==> src/rtl/bch_decoder_if.sv <==
// rtl/bch_decoder_if.sv - serial codeword in / decoded data out handshake bundle for bch_decoder
interface bch_decoder_if;
  logic        valid_in;
  logic        ready_out;
  logic        data_in;
  logic        valid_out;
  logic        ready_in;
  logic        data_out;
  logic        data_out_last;
  logic [50:0] data_out_all;
  logic [1:0]  err_corrected;
  logic        err_uncorrectable;

  modport slave (
    input  valid_in, data_in, ready_in,
    output ready_out, valid_out, data_out, data_out_last,
           data_out_all, err_corrected, err_uncorrectable
  );

  modport master (
    output valid_in, data_in, ready_in,
    input  ready_out, valid_out, data_out, data_out_last,
           data_out_all, err_corrected, err_uncorrectable
  );
endinterface

==> src/rtl/bch_decoder.sv <==
// rtl/bch_decoder.sv - BCH(63,51) t=2 serial decoder over GF(2^6), p(x)=x^6+x+1
// Horner syndromes, one-cycle division-free locator, 63-step Chien search, serial output.
module bch_decoder #(
  parameter int N          = 63,
  parameter int K          = 51,
  parameter bit CORRECT_EN = 1'b1
) (
  input  logic         clk,
  input  logic         rst,
  bch_decoder_if.slave bus
);
  localparam int PAR = N - K;

  localparam logic [1:0] ST_RECV  = 2'd0;
  localparam logic [1:0] ST_SOLVE = 2'd1;
  localparam logic [1:0] ST_CHIEN = 2'd2;
  localparam logic [1:0] ST_OUT   = 2'd3;

  function automatic logic [5:0] mul_a(input logic [5:0] v);
    return {v[4:0], 1'b0} ^ (v[5] ? 6'b000011 : 6'b000000);
  endfunction

  function automatic logic [5:0] mul_a2(input logic [5:0] v);
    return mul_a(mul_a(v));
  endfunction

  function automatic logic [5:0] mul_a3(input logic [5:0] v);
    return mul_a(mul_a(mul_a(v)));
  endfunction

  function automatic logic [5:0] gf_mul(input logic [5:0] x, input logic [5:0] y);
    logic [5:0] acc;
    logic [5:0] p;
    acc = 6'd0;
    p   = x;
    for (int i = 0; i < 6; i++) begin
      if (y[i]) acc = acc ^ p;
      p = mul_a(p);
    end
    return acc;
  endfunction

  logic [1:0]  state_q, state_d;
  logic [5:0]  cnt_q, cnt_d;
  logic [62:0] buf_q, buf_d;
  logic [5:0]  s1_q, s1_d;
  logic [5:0]  s3_q, s3_d;
  logic [5:0]  t1_q, t1_d;
  logic [5:0]  t2_q, t2_d;
  logic [1:0]  deg_q, deg_d;
  logic [1:0]  nroots_q, nroots_d;
  logic [5:0]  root0_q, root0_d;
  logic [5:0]  root1_q, root1_d;
  logic        ready_q, ready_d;
  logic        valid_q, valid_d;
  logic [50:0] all_q, all_d;
  logic [1:0]  corr_q, corr_d;
  logic        unc_q, unc_d;

  logic        accept;
  logic [5:0]  s1_sq, s1_cu, sig2;
  logic        root_hit;
  logic [1:0]  nroots_n;
  logic        unc;
  logic        flip;

  assign accept = bus.valid_in && ready_q;

  always_comb begin
    state_d  = state_q;
    cnt_d    = cnt_q;
    buf_d    = buf_q;
    s1_d     = s1_q;
    s3_d     = s3_q;
    t1_d     = t1_q;
    t2_d     = t2_q;
    deg_d    = deg_q;
    nroots_d = nroots_q;
    root0_d  = root0_q;
    root1_d  = root1_q;
    valid_d  = valid_q;
    all_d    = all_q;
    corr_d   = corr_q;
    unc_d    = unc_q;
    s1_sq    = gf_mul(s1_q, s1_q);
    s1_cu    = gf_mul(s1_sq, s1_q);
    sig2     = s3_q ^ s1_cu;
    root_hit = 1'b0;
    nroots_n = nroots_q;
    unc      = 1'b0;
    flip     = 1'b0;

    case (state_q)
      ST_RECV: begin
        if (accept) begin
          buf_d = {buf_q[61:0], bus.data_in};
          s1_d  = mul_a(s1_q)  ^ {5'd0, bus.data_in};
          s3_d  = mul_a3(s3_q) ^ {5'd0, bus.data_in};
          if (cnt_q == 6'd62) begin
            state_d = ST_SOLVE;
            cnt_d   = 6'd0;
          end else begin
            cnt_d = cnt_q + 6'd1;
          end
        end
      end

      ST_SOLVE: begin
        if (s1_q == 6'd0 && s3_q == 6'd0)  deg_d = 2'd0;
        else if (s1_q != 6'd0 && sig2 == 6'd0) deg_d = 2'd1;
        else                                deg_d = 2'd2;
        t1_d     = mul_a(s1_sq);
        t2_d     = mul_a2(sig2);
        nroots_d = 2'd0;
        cnt_d    = 6'd62;
        state_d  = ST_CHIEN;
      end

      ST_CHIEN: begin
        // An error-free word makes sigma' identically zero, so skip root counting.
        root_hit = (deg_q != 2'd0) && ((s1_q ^ t1_q ^ t2_q) == 6'd0);
        if (root_hit) begin
          if (nroots_q == 2'd0) root0_d = cnt_q;
          if (nroots_q == 2'd1) root1_d = cnt_q;
          if (nroots_q != 2'd3) nroots_n = nroots_q + 2'd1;
        end
        nroots_d = nroots_n;
        t1_d     = mul_a(t1_q);
        t2_d     = mul_a2(t2_q);
        if (cnt_q == 6'd0) begin
          unc = (s1_q == 6'd0 && s3_q != 6'd0) || (nroots_n != deg_q);
          // Roots found on this last step sit at j=0, a parity bit, so stored roots suffice.
          for (int k = 0; k < K; k++) begin
            flip = CORRECT_EN && !unc &&
                   (((nroots_q >= 2'd1) && (root0_q == 6'(k + PAR))) ||
                    ((nroots_q >= 2'd2) && (root1_q == 6'(k + PAR))));
            all_d[k] = buf_q[k + PAR] ^ flip;
          end
          corr_d  = unc ? 2'd0 : deg_q;
          unc_d   = unc;
          valid_d = 1'b1;
          cnt_d   = 6'd50;
          state_d = ST_OUT;
        end else begin
          cnt_d = cnt_q - 6'd1;
        end
      end

      default: begin
        if (bus.ready_in) begin
          if (cnt_q == 6'd0) begin
            valid_d = 1'b0;
            state_d = ST_RECV;
            s1_d    = 6'd0;
            s3_d    = 6'd0;
          end else begin
            cnt_d = cnt_q - 6'd1;
          end
        end
      end
    endcase

    ready_d = (state_d == ST_RECV);
  end

  always_ff @(posedge clk) begin
    if (rst) begin
      state_q  <= ST_RECV;
      cnt_q    <= 6'd0;
      buf_q    <= 63'd0;
      s1_q     <= 6'd0;
      s3_q     <= 6'd0;
      t1_q     <= 6'd0;
      t2_q     <= 6'd0;
      deg_q    <= 2'd0;
      nroots_q <= 2'd0;
      root0_q  <= 6'd0;
      root1_q  <= 6'd0;
      ready_q  <= 1'b0;
      valid_q  <= 1'b0;
      all_q    <= 51'd0;
      corr_q   <= 2'd0;
      unc_q    <= 1'b0;
    end else begin
      state_q  <= state_d;
      cnt_q    <= cnt_d;
      buf_q    <= buf_d;
      s1_q     <= s1_d;
      s3_q     <= s3_d;
      t1_q     <= t1_d;
      t2_q     <= t2_d;
      deg_q    <= deg_d;
      nroots_q <= nroots_d;
      root0_q  <= root0_d;
      root1_q  <= root1_d;
      ready_q  <= ready_d;
      valid_q  <= valid_d;
      all_q    <= all_d;
      corr_q   <= corr_d;
      unc_q    <= unc_d;
    end
  end

  assign bus.ready_out         = ready_q;
  assign bus.valid_out         = valid_q;
  assign bus.data_out          = valid_q & all_q[cnt_q];
  assign bus.data_out_last     = valid_q && (cnt_q == 6'd0);
  assign bus.data_out_all      = all_q;
  assign bus.err_corrected     = corr_q;
  assign bus.err_uncorrectable = unc_q;
endmodule

==> src/flat_wrapper.sv <==
// flat-port wrapper written by rule: the top's interface ports become plain ports
module bch_decoder_flat 
#(
  parameter int N          = 63,
  parameter int K          = 51,
  parameter bit CORRECT_EN = 1'b1
)
  (clk, rst, bus_valid_in, bus_data_in, bus_ready_in, bus_ready_out, bus_valid_out, bus_data_out, bus_data_out_last, bus_data_out_all, bus_err_corrected, bus_err_uncorrectable);
  bch_decoder_if bus_i ();
  input  logic clk;
  input  logic rst;
  input wire logic [$bits(bus_i.valid_in)-1:0] bus_valid_in;
  input wire logic [$bits(bus_i.data_in)-1:0] bus_data_in;
  input wire logic [$bits(bus_i.ready_in)-1:0] bus_ready_in;
  output wire logic [$bits(bus_i.ready_out)-1:0] bus_ready_out;
  output wire logic [$bits(bus_i.valid_out)-1:0] bus_valid_out;
  output wire logic [$bits(bus_i.data_out)-1:0] bus_data_out;
  output wire logic [$bits(bus_i.data_out_last)-1:0] bus_data_out_last;
  output wire logic [$bits(bus_i.data_out_all)-1:0] bus_data_out_all;
  output wire logic [$bits(bus_i.err_corrected)-1:0] bus_err_corrected;
  output wire logic [$bits(bus_i.err_uncorrectable)-1:0] bus_err_uncorrectable;
  assign bus_i.valid_in = bus_valid_in;
  assign bus_i.data_in = bus_data_in;
  assign bus_i.ready_in = bus_ready_in;
  assign bus_ready_out = bus_i.ready_out;
  assign bus_valid_out = bus_i.valid_out;
  assign bus_data_out = bus_i.data_out;
  assign bus_data_out_last = bus_i.data_out_last;
  assign bus_data_out_all = bus_i.data_out_all;
  assign bus_err_corrected = bus_i.err_corrected;
  assign bus_err_uncorrectable = bus_i.err_uncorrectable;
  bch_decoder #(.N(N), .K(K), .CORRECT_EN(CORRECT_EN)) u_core (.clk(clk), .rst(rst), .bus(bus_i));
endmodule
==> config.mk <==
export PLATFORM = sky130hd
export DESIGN_NAME = bch_decoder_flat
export DESIGN_NICKNAME = d
export VERILOG_FILES = /design/src/rtl/bch_decoder_if.sv /design/src/rtl/bch_decoder.sv /design/src/flat_wrapper.sv
export SDC_FILE = /design/constraint.sdc
export NUM_CORES = 1
export LEC_CHECK = 0
export CORE_MARGIN = 2
export CORE_UTILIZATION = 54
export CTS_CLUSTER_SIZE = 24
export DETAILED_ROUTE_END_ITERATION = 12
export GPL_TIMING_DRIVEN = 0
export PLACE_DENSITY_LB_ADDON = 0.25
export SLEW_MARGIN = 10
export SYNTH_ARGS = -nofsm -noshare
export SYNTH_HDL_FRONTEND = slang
export SYNTH_SLANG_ARGS = --single-unit
==> constraint.sdc <==
create_clock -name clk -period 3.09 [get_ports clk]
set_clock_uncertainty 0.1 [all_clocks]
set_input_delay 0.309 -clock clk [delete_from_list [all_inputs] [get_ports clk]]
set_output_delay 0.309 -clock clk [all_outputs]
set_load 0.01 [all_outputs]
# After elaboration in Yosys (flattened, before gate mapping)
# Cells that the tools add are included.
# Widths: inputs -> output; s select.
[word_totals] register_bits=167 in_bits=5 out_inout_bits=58
[op_classes] add_sub_neg=3 order_cmp=3 n_eq_ne=110 mux=63 bitwise_logic=87 n_reduce_logical=237
[ops] op="$eq 6x6->1 const B" n=63
[ops] op="$eq 6x5->1 const B" n=32
[ops] op="$xor 6x6->6" n=31
[ops] op="$logic_and 1x1->1" n=159
[ops] op="$mux 6" n=21
[ops] op="$mux 2" n=29
[ops] op="$logic_or 1x1->1" n=52
[ops] op="$xor 1x1->1" n=51
[ops] op="$eq 6x4->1 const B" n=8
[ops] op="$pmux 6 s2" n=4
[ops] op="$logic_not 6->1" n=5
[ops] op="$pmux 6 s3" n=1
[ops] op="$reduce_and 3->1" n=4
[ops] op="$reduce_bool 6->1" n=2
[ops] op="$xor 6x1->6" n=2
[ops] op="$reduce_bool 2->1" n=5
[ops] op="$lt 6x7->1 const B" n=1
[ops] op="$add 6x1->6 const B" n=1
[ops] op="$bmux 1 s6" n=1
[ops] op="$logic_not 2->1" n=3
[ops] op="$pmux 2 s3" n=1
[ops] op="$sub 6x1->6 const B" n=1
[ops] op="$eq 2x1->1 const B" n=2
[ops] op="$mux 1" n=4
[ops] op="other kinds (17)" n=20

# Depth between registers and ports, before layout
# Gate-level depths: netlist (run 1).
[depth] depth_word=30 depth_mapped=16

# Least setup slack after synthesis (run 1)
# OpenSTA, ideal clock, no wires.
[synth_timing] path_kind="reg-to-reg" start="register u_core.s1_q[4]" end="register u_core.t2_q[1]" setup_time_ps=128 arrival_ps=3063 t_required_ps=2862 slack_ps=-201 path_stages_with_launch=17 path_buffers=2 period_less_slack_ps=3291 cell_sequence="dfxtp_1 -> buf_2 -> inv_1 -> ha_1 -> buf_2 -> nand2_1 -> xnor2_2 -> xnor2_1 -> mux2_2 -> a22oi_1 -> xor2_1 -> xnor2_1 -> ha_1 -> nor2_1 -> a21oi_1 -> mux2i_1 -> nor2_1"
[synth_via] elab_chain_cells=27 elab_cells_between_ends=41
[synth_lines] element="start: declaration" line="bch_decoder.sv:46" text="logic [5:0] s1_q, s1_d;"
[synth_lines] element="start signal: assignment" line="bch_decoder.sv:171" text="s1_q <= 6'd0;"
[synth_lines] element="start signal: assignment" line="bch_decoder.sv:188" text="s1_q <= s1_d;"
[synth_lines] element="$xor 6x6->6 / $mux 6 (equally long branches)" line="bch_decoder.sv:20, bch_decoder.sv:37"
[synth_lines] element="$xor 6x6->6" line="bch_decoder.sv:37" text="if (y[i]) acc = acc ^ p;"
[synth_lines] element="$mux 6" line="bch_decoder.sv:37"
[synth_lines] element="$xor 6x6->6" line="bch_decoder.sv:37"
[synth_lines] element="$mux 6" line="bch_decoder.sv:37"
[synth_lines] element="$xor 6x6->6" line="bch_decoder.sv:37"
[synth_lines] element="$mux 6" line="bch_decoder.sv:37"
[synth_lines] element="$xor 6x6->6" line="bch_decoder.sv:37"
[synth_lines] element="[10 not listed]"
[synth_lines] element="$xor 6x6->6" line="bch_decoder.sv:37"
[synth_lines] element="$mux 6" line="bch_decoder.sv:37"
[synth_lines] element="$xor 6x6->6" line="bch_decoder.sv:37"
[synth_lines] element="$mux 6 *" line="bch_decoder.sv:37"
[synth_lines] element="$xor 6x6->6 *" line="bch_decoder.sv:87" text="sig2 = s3_q ^ s1_cu;"
[synth_lines] element="$mux 2 / $xor 6x6->6 (equally long branches)" line="bch_decoder.sv:20" text="return {v[4:0], 1'b0} ^ (v[5] ? 6'b000011 : 6'b000000);"
[synth_lines] element="$xor 6x6->6 * (2 in a row)" line="bch_decoder.sv:20"
[synth_lines] element="$pmux 6 s2 *" line="bch_decoder.sv:93" text="case (state_q)"
[synth_lines] element="end signal: assignment" line="bch_decoder.sv:191" text="t2_q <= t2_d;"
[synth_lines] element="end: declaration" line="bch_decoder.sv:49" text="logic [5:0] t2_q, t2_d;"
# Mark *: on every way between the ends. The rest lies on a longest branch, timed or not.
# A chain may end at the register's enable or synchronous reset.

# Final worst setup path (run 1)
[layout_timing] start="register u_core.cnt_q[0]" end="output bus_data_out"
[layout_via] elab_chain_cells=3
[layout_lines] element="start: declaration" line="bch_decoder.sv:44" text="logic [5:0] cnt_q, cnt_d;"
[layout_lines] element="start signal: assignment" line="bch_decoder.sv:186" text="cnt_q <= cnt_d;"
[layout_lines] element="$bmux 1 s6" line="bch_decoder.sv:206" text="assign bus.data_out = valid_q & all_q[cnt_q];"
[layout_lines] element="$mux 1 (implied by the code)" line="bch_decoder.sv:206"
[layout_lines] element="$and 1x1->1" line="bch_decoder.sv:206"
[layout_lines] element="end: declaration" line="flat_wrapper.sv:17" text="output wire logic [$bits(bus_i.data_out)-1:0] bus_data_out;"
# Every way passes these cells. The select of a mux whose other input is x is not followed.

==> results of run 1 <==
[cell type report]
type                            instances  share of cell area
Multi-Input combinational cell        900              0.5082
Sequential cell                       167              0.2885
Timing Repair Buffer                   99             0.07933
Buffer                                101             0.04343
Clock buffer                           18             0.03773
Tap cell                              225             0.02419
Clock inverter                         12             0.01301
Inverter                               15            0.005590
[repair_timing]
action,CTS,global route
endpoints found under the setup margin,84,56
pin swaps,13,17
gates resized for setup,59,30
setup buffers,18,19
gates cloned,1,0
[power groups by stage]
stage | logic, W | registers (W) | clock network (W)
after detailed placement | 0.00107 | 0.00238 | 0
after global routing | 0.00125 | 0.00235 | 0.00228
after global placement | 0.00106 | 0.00238 | 0
final | 0.00117 | 0.00234 | 0.00220
after CTS | 0.00113 | 0.00233 | 0.00220
after floorplan | 0.000676 | 0.00238 | 0
[kinds of logic (layout without fill, tap and decap cells)]
kind of cell,count (synthesis),count (layout),share of synthesized area
DFF,167,167,0.3522
AOI/OAI and AO/OA,285,285,0.1902
xor gates and xnor gates,99,99,0.1115
adders and majority gates,12,12,0.01582
and+or+nand+nor,467,467,0.2167
buffers and inverters,119,245,0.05312
muxes,37,37,0.06037
[placed cells by master (no fill, tap or decap), drive strengths merged, types with 3 or more instances in the layout]
cell,Yosys,routed
clkdlybuf4s50,0,60
inv,15,16
and2,8,8
dfxtp,167,167
clkinvlp,0,3
xnor3,10,10
a311oi,20,20
mux4,16,16
and3,4,4
xnor2,38,38
o22ai,32,32
nand2b,14,14
nor4,5,5
nand3,28,28
clkbuf,86,103
a22oi,33,33
nor3,15,15
nand4,5,5
a211oi,37,37
a21oi,92,92
clkinv,0,5
nor2,130,130
o21ai,44,44
mux2i,19,19
nand2,211,211
bufinv,0,3
nor2b,10,10
or3,22,22
ha,12,12
o211ai,7,7
buf,18,55
nand4b,5,5
a31oi,6,6
xor2,50,50
[per-stage QoR]
step / power [W] / cell area (sq um)
final: 0.005713 / 11640
after global routing: 0.005883 / 11640
after CTS: 0.005667 / 11360
after detailed placement: 0.003453 / 10410
after global placement: 0.003435 / 10410
after floorplan: 0.003059 / 9514
[sequential cells by signal, summed over array words and instances (netlist names)]
register	cells
u_core.buf_q	63
u_core.bus.data_out_all	51
u_core.bus.err_corrected	2
u_core.bus.err_uncorrectable	1
u_core.bus.ready_out	1
u_core.bus.valid_out	1
u_core.cnt_q	6
u_core.deg_q	2
u_core.nroots_q	2
u_core.root0_q	6
u_core.root1_q	6
u_core.s1_q	6
u_core.s3_q	6
u_core.state_q	2
u_core.t1_q	6
u_core.t2_q	6
[routing by layer]
layer | vias to the layer above | GRT usage | share of wire
met5 | - | 0 | 0
met4 | 0 | 0.1354 | 0.042
met3 | 89 | 0.06481 | 0.074
met2 | 421 | 0.5231 | 0.47
met1 | 4459 | 0.4116 | 0.41
li1 | 4372 | - | -
[worst max-delay path, delay by kind of cell, from the launching register on]
| family | cells | cell delay (ns) |
|---|---|---|
| simple gates | 1 | 0.16 |
| mux | 3 | 1.59 |
| flops | 1 | 0.43 |
| buf+inv | 2 | 0.28 |
[worst min-delay path by stage]
stage / startpoint / endpoint / slack (ns) / depth (start not counted)
detailed placement: u_core.buf_q[9]$_SDFFE_PP0P_ / u_core.buf_q[10]$_SDFFE_PP0P_ / 0.34 / 2
global placement: u_core.buf_q[9]$_SDFFE_PP0P_ / u_core.buf_q[10]$_SDFFE_PP0P_ / 0.34 / 2
global route: rst / u_core.deg_q[0]$_SDFFE_PP0P_ / 0.29 / 3
finish: rst / u_core.deg_q[1]$_SDFFE_PP0P_ / 0.26 / 4
CTS: rst / u_core.deg_q[1]$_SDFFE_PP0P_ / 0.26 / 4
floorplan: u_core.buf_q[9]$_SDFFE_PP0P_ / u_core.buf_q[10]$_SDFFE_PP0P_ / 0.33 / 2
==> key figures, run 1 <==
Finish
  • Diode count: 0
  • Footprint of the multi-input gates: 5916 sq um
  • Area delta synth->final: 22.63%
  • Nets: 1318
  • Final core occ: 0.6753
  • Share of layout cells above drive strength 1: 0.1159
  • # fillers: 1399
  • Sequential Area: 3358 sq um
  • Post-Layout Cell Count: 1537

CTS
  • TritonCTS buffer count: 17
  • Sink Count: 167
  • CTS tree: built
  • CTS root buf: clkbuf_16
  • Clk_lat worst skew: 0.43 ns
  • Cts hold-fix bufs: 0
  • Clk pin slew, worst setup/hold paths: 0.07 ns
  • CTS HTree Levels: 4
  • Worst-case clock buffer depth: 2

Yosys
  • Avg Inst Size Synth: 8.003 sq um
  • Yosys Warn Count: 0
  • Number of synthesized register bits: 167
  • Area contributors post-synth: dfxtp_1, nand2_1, nor2_1, a21oi_1, xor2_1
  • Predominant post-synthesis flop cell: dfxtp_1
  • Gate Count Post-Synth: 1186
  • Net count after synthesis: 1203
  • Post-synth EDFFs: 0
  • Sequential area share after synthesis: 0.3522
  • Top-count cell post-synth: nand2_1
  • Post-Syn Area: 9492 sq um
  • Asr flop ratio synth: 0
  • Post-synth top cells: nand2_1, dfxtp_1, nor2_1, a21oi_1, clkbuf_1
  • Largest area contributor in the netlist: dfxtp_1
  • Yosys top cell area share: 0.3522
  • Synth cell types: 62

Critical path
  • Worst Setup End Kind: primary output
  • Crit path from: u_core.cnt_q[0]$_SDFFE_PP0P_
  • Worst reg2reg endpoint: u_core.deg_q[0]$_SDFFE_PP0P_
  • Critical Path Most Common Cell: mux4_2
  • Crit-path max cell delay: 0.55 ns
  • R2R setup slack: -0.08 ns
  • CP max-delay cell: mux4_2
  • Worst EP arrival: 2.90 ns
  • CP cell instances: buf_12, mux4_2, mux4_2, mux4_2, and2_1, buf_2
  • CP Class: register to primary output
  • Critical path fanouts, max: 5
  • Critical path launch point type: register
  • Worst Reg-to-Reg Cells: 13
  • Reg2reg start: u_core.s1_q[3]$_SDFFE_PP0P_
  • Crit path to: bus_data_out
  • Critical path data required time: 2.68 ns

Detailed routing
  • Vias post-DR: 9341
  • Detailed Route Iter0 Violations: 972
  • 1st-pass router iterations: 7
  • Via-to-Cell Ratio: 6.077
  • DRC: 0
  • WL/cell: 19.99 um
  • WL final: 30.72 mm
  • Final ANT Viol Nets: 0

Timing
  • Min cycle time layout: 3.311 ns
  • Finish-stage setup viols: 4
  • Setup TNS Final: -0.3929 ns
  • Final WS setup: -0.2210 ns
  • Maximum clock rate: 302.0 MHz
  • Slew Limit Fails: 0
  • Final period util: 1.072
  • Slew headroom: 0.4395
  • Worst slew pin tran: 0.8407 ns
  • Unrepaired setup endpoints after global routing: yes
  • Hold violation total from the final report: 0
  • Min Hold Slack: 0.2551 ns

Place
  • Post-detail-place hpwl: 21.32 mm
  • GPL Wtd Cong: 1.041
  • Worst slack at placement: -1.126 ns
  • PortBufs: 61
  • Placed instance count: 1472

Global routing
  • Grt ovf: 0
  • Total track usage: 0.3199
  • First-pass GRT wire length: 45.61 mm
  • Pin count of the biggest net entering global routing: 17
  • Initial antenna violation count: 0
  • Vias in the first global route: 8552

Power
  • Worst vdd ir: 0.4245 mV
  • Logic pwr share: 0.206
  • Seq pwr share: 0.409
  • P_int: 0.004004 W
  • P_sw: 0.001709 W
  • P_leak: 3.786 nW
  • P per Cell Area: 490.8 nW/um^2
  • Clock network fraction of total power: 0.385
  • Sw Ratio: 0.2992

Die
  • Cell Rows: 48
  • Die Span X: 136.6 um
  • Die Ht: 136.6 um
  • Core area: 17240 sq um
  • Full die area: 18650 sq um
  • Starting Density: 0.5507
  • I/O pin cnt: 63

Run
  • Reported max-cap violation count: 0

Min path
  • HP Class: input pin to register

Run status
  • Violated checks: setup timing
  • Status: complete, but fails checks
Note: power is estimated with default switching activity, not from simulation.
==> run 2: changes to the inputs <==
--- a/config.mk
+++ b/config.mk
@@ -5,7 +5,6 @@
 export SDC_FILE = /design/constraint.sdc
 export NUM_CORES = 1
 export LEC_CHECK = 0
-export CORE_MARGIN = 2
 export CORE_UTILIZATION = 54
 export CTS_CLUSTER_SIZE = 24
 export DETAILED_ROUTE_END_ITERATION = 12
==> key figures, run 2 (synthesis results as in run 1) <==
Timing
  • Final WS setup: -0.2181 ns
  • Setup TNS Final: -0.5655 ns
  • Slew Limit Fails: 0
  • Finish-stage setup viols: 5
  • Maximum clock rate: 302.3 MHz
  • Min Hold Slack: 0.2840 ns
  • Final period util: 1.071
  • Worst slew pin tran: 0.8233 ns
  • Unrepaired setup endpoints after global routing: yes
  • Min cycle time layout: 3.308 ns
  • Hold violation total from the final report: 0
  • Slew headroom: 0.4511

Finish
  • Biggest register: u_core.buf_q
  • Area delta synth->final: 23.38%
  • # fillers: 1360
  • Share of layout cells above drive strength 1: 0.1221
  • Diode count: 0
  • Most common cell after layout, fill and taps aside: nand2_1
  • Number of flip-flops in the largest register: 63
  • Nets: 1315
  • Most frequent cells in the layout: nand2_1, dfxtp_1, nor2_1, a21oi_1, clkbuf_1
  • Sequential Area: 3358 sq um
  • Footprint of the multi-input gates: 5959 sq um

Power
  • Pwr Total: 0.005801 W
  • P per Cell Area: 495.4 nW/um^2
  • P_leak: 3.796 nW
  • Worst vdd ir: 0.4468 mV

Run status
  • Violated checks: setup timing
  • Status: complete, but fails checks

Detailed routing
  • DRC: 0
  • 1st-pass router iterations: 8
  • WL/cell: 19.93 um
  • Detailed Route Iter0 Violations: 1144
  • WL final: 30.59 mm
  • Via-to-Cell Ratio: 6.129
  • Final ANT Viol Nets: 0
  • Vias post-DR: 9408

Die
  • Core area: 17240 sq um
  • Die Ht: 134.6 um
  • I/O pin cnt: 63
  • Cell Rows: 48
  • Starting Density: 0.5507
  • Die Span X: 134.6 um
  • Full die area: 18110 sq um

Place
  • PortBufs: 61
  • GPL Wtd Cong: 1.044
  • Post-detail-place hpwl: 21.03 mm

CTS
  • Clk_lat worst skew: 0.44 ns
  • Clk pin slew, worst setup/hold paths: 0.06 ns
  • CTS root buf: clkbuf_16
  • Sink Count: 167
  • Worst-case clock buffer depth: 2
  • TritonCTS buffer count: 17
  • Cts hold-fix bufs: 0
  • CTS HTree Levels: 4
  • CTS tree: built

Critical path
  • Crit-path max cell delay: 0.54 ns
  • CP max-delay cell: mux4_2
  • Critical path data required time: 2.68 ns
  • Critical path fanouts, max: 5
  • CP Class: register to primary output
  • Critical Path Most Common Cell: mux4_2
  • Worst Setup End Kind: primary output
  • Worst EP arrival: 2.90 ns
  • CP cell instances: buf_12, mux4_2, mux4_2, mux4_2, and2_4, buf_6
  • Critical path launch point type: register

Run
  • Reported max-cap violation count: 0

Global routing
  • Pin count of the biggest net entering global routing: 17
  • Initial antenna violation count: 0
  • Total track usage: 0.3341
  • First-pass GRT wire length: 46.44 mm
  • Vias in the first global route: 8604
  • Grt ovf: 0

Min path
  • HP Class: input pin to register
## run 2: final cells by class
cell class / instances / area share
clock inverter: 11 / 0.01474
timing repair buffer: 96 / 0.07917
sequential: 167 / 0.2868
multi-input combinational: 900 / 0.5089
buffer: 101 / 0.04274
clock buffer: 20 / 0.03814
tap: 225 / 0.02404
inverter: 15 / 0.005556
## run 2: path summary, 6_finish.rpt
kind	from	endpoint	slack (ns)	depth (start not counted)
worst max-delay path	u_core.cnt_q[0]$_SDFFE_PP0P_	bus_data_out	-0.22	6
worst max register to register	u_core.s1_q[5]$_SDFFE_PP0P_	u_core.t2_q[2]$_SDFFE_PP0N_	-0.10	13
worst min-delay path	rst	u_core.deg_q[1]$_SDFFE_PP0P_	0.28	4
worst min register to register	u_core.buf_q[5]$_SDFFE_PP0P_	u_core.buf_q[6]$_SDFFE_PP0P_	0.35	2
## run 2: metal layers
layer | share of wire | wire length, um | up-vias | track usage
met5 | 0 | 0 | - | 0
met4 | 0.047 | 1438 | 0 | 0.1610
met3 | 0.080 | 2455 | 110 | 0.05105
met2 | 0.46 | 14210 | 505 | 0.5406
met1 | 0.41 | 12490 | 4419 | 0.4378
li1 | - | - | 4374 | -
## run 2: where the power goes
part           internal, W  switching, W  total [W]  leakage [nW]
Clock              0.00137      0.000901    0.00227         0.289
Sequential         0.00225     0.0000943    0.00234          1.35
Combinational     0.000489      0.000700    0.00119          2.16
## run 2: repair_timing
action                     4_1_cts  5_1_grt
setup endpoints to repair       84       12
cloned                           1        0
pin swaps                       13       25
gates resized for setup         59       41
setup buffers                   19       15
## run 2: per-stage QoR
stage / setup WS, ns / instance area (sq um) / utilization / std cells
final: -0.2181 / 11710 / 0.6794 / 1535
after global placement: -1.004 / 10410 / 0.6037 / 1472
after floorplan: 0.02207 / 9514 / - / 1186
after global routing: -0.2621 / 11710 / 0.6794 / 1535
after CTS: -0.2113 / 11400 / 0.6616 / 1521
after detailed placement: -1.134 / 10410 / 0.6037 / 1472
## run 2: worst max-delay path, delay by kind of cell (launching register included)
kind                   cells  cell delay, ns
muxes                      3            1.56
and+or+nand+nor            1            0.18
buffers and inverters      2            0.27
DFF                        1            0.44
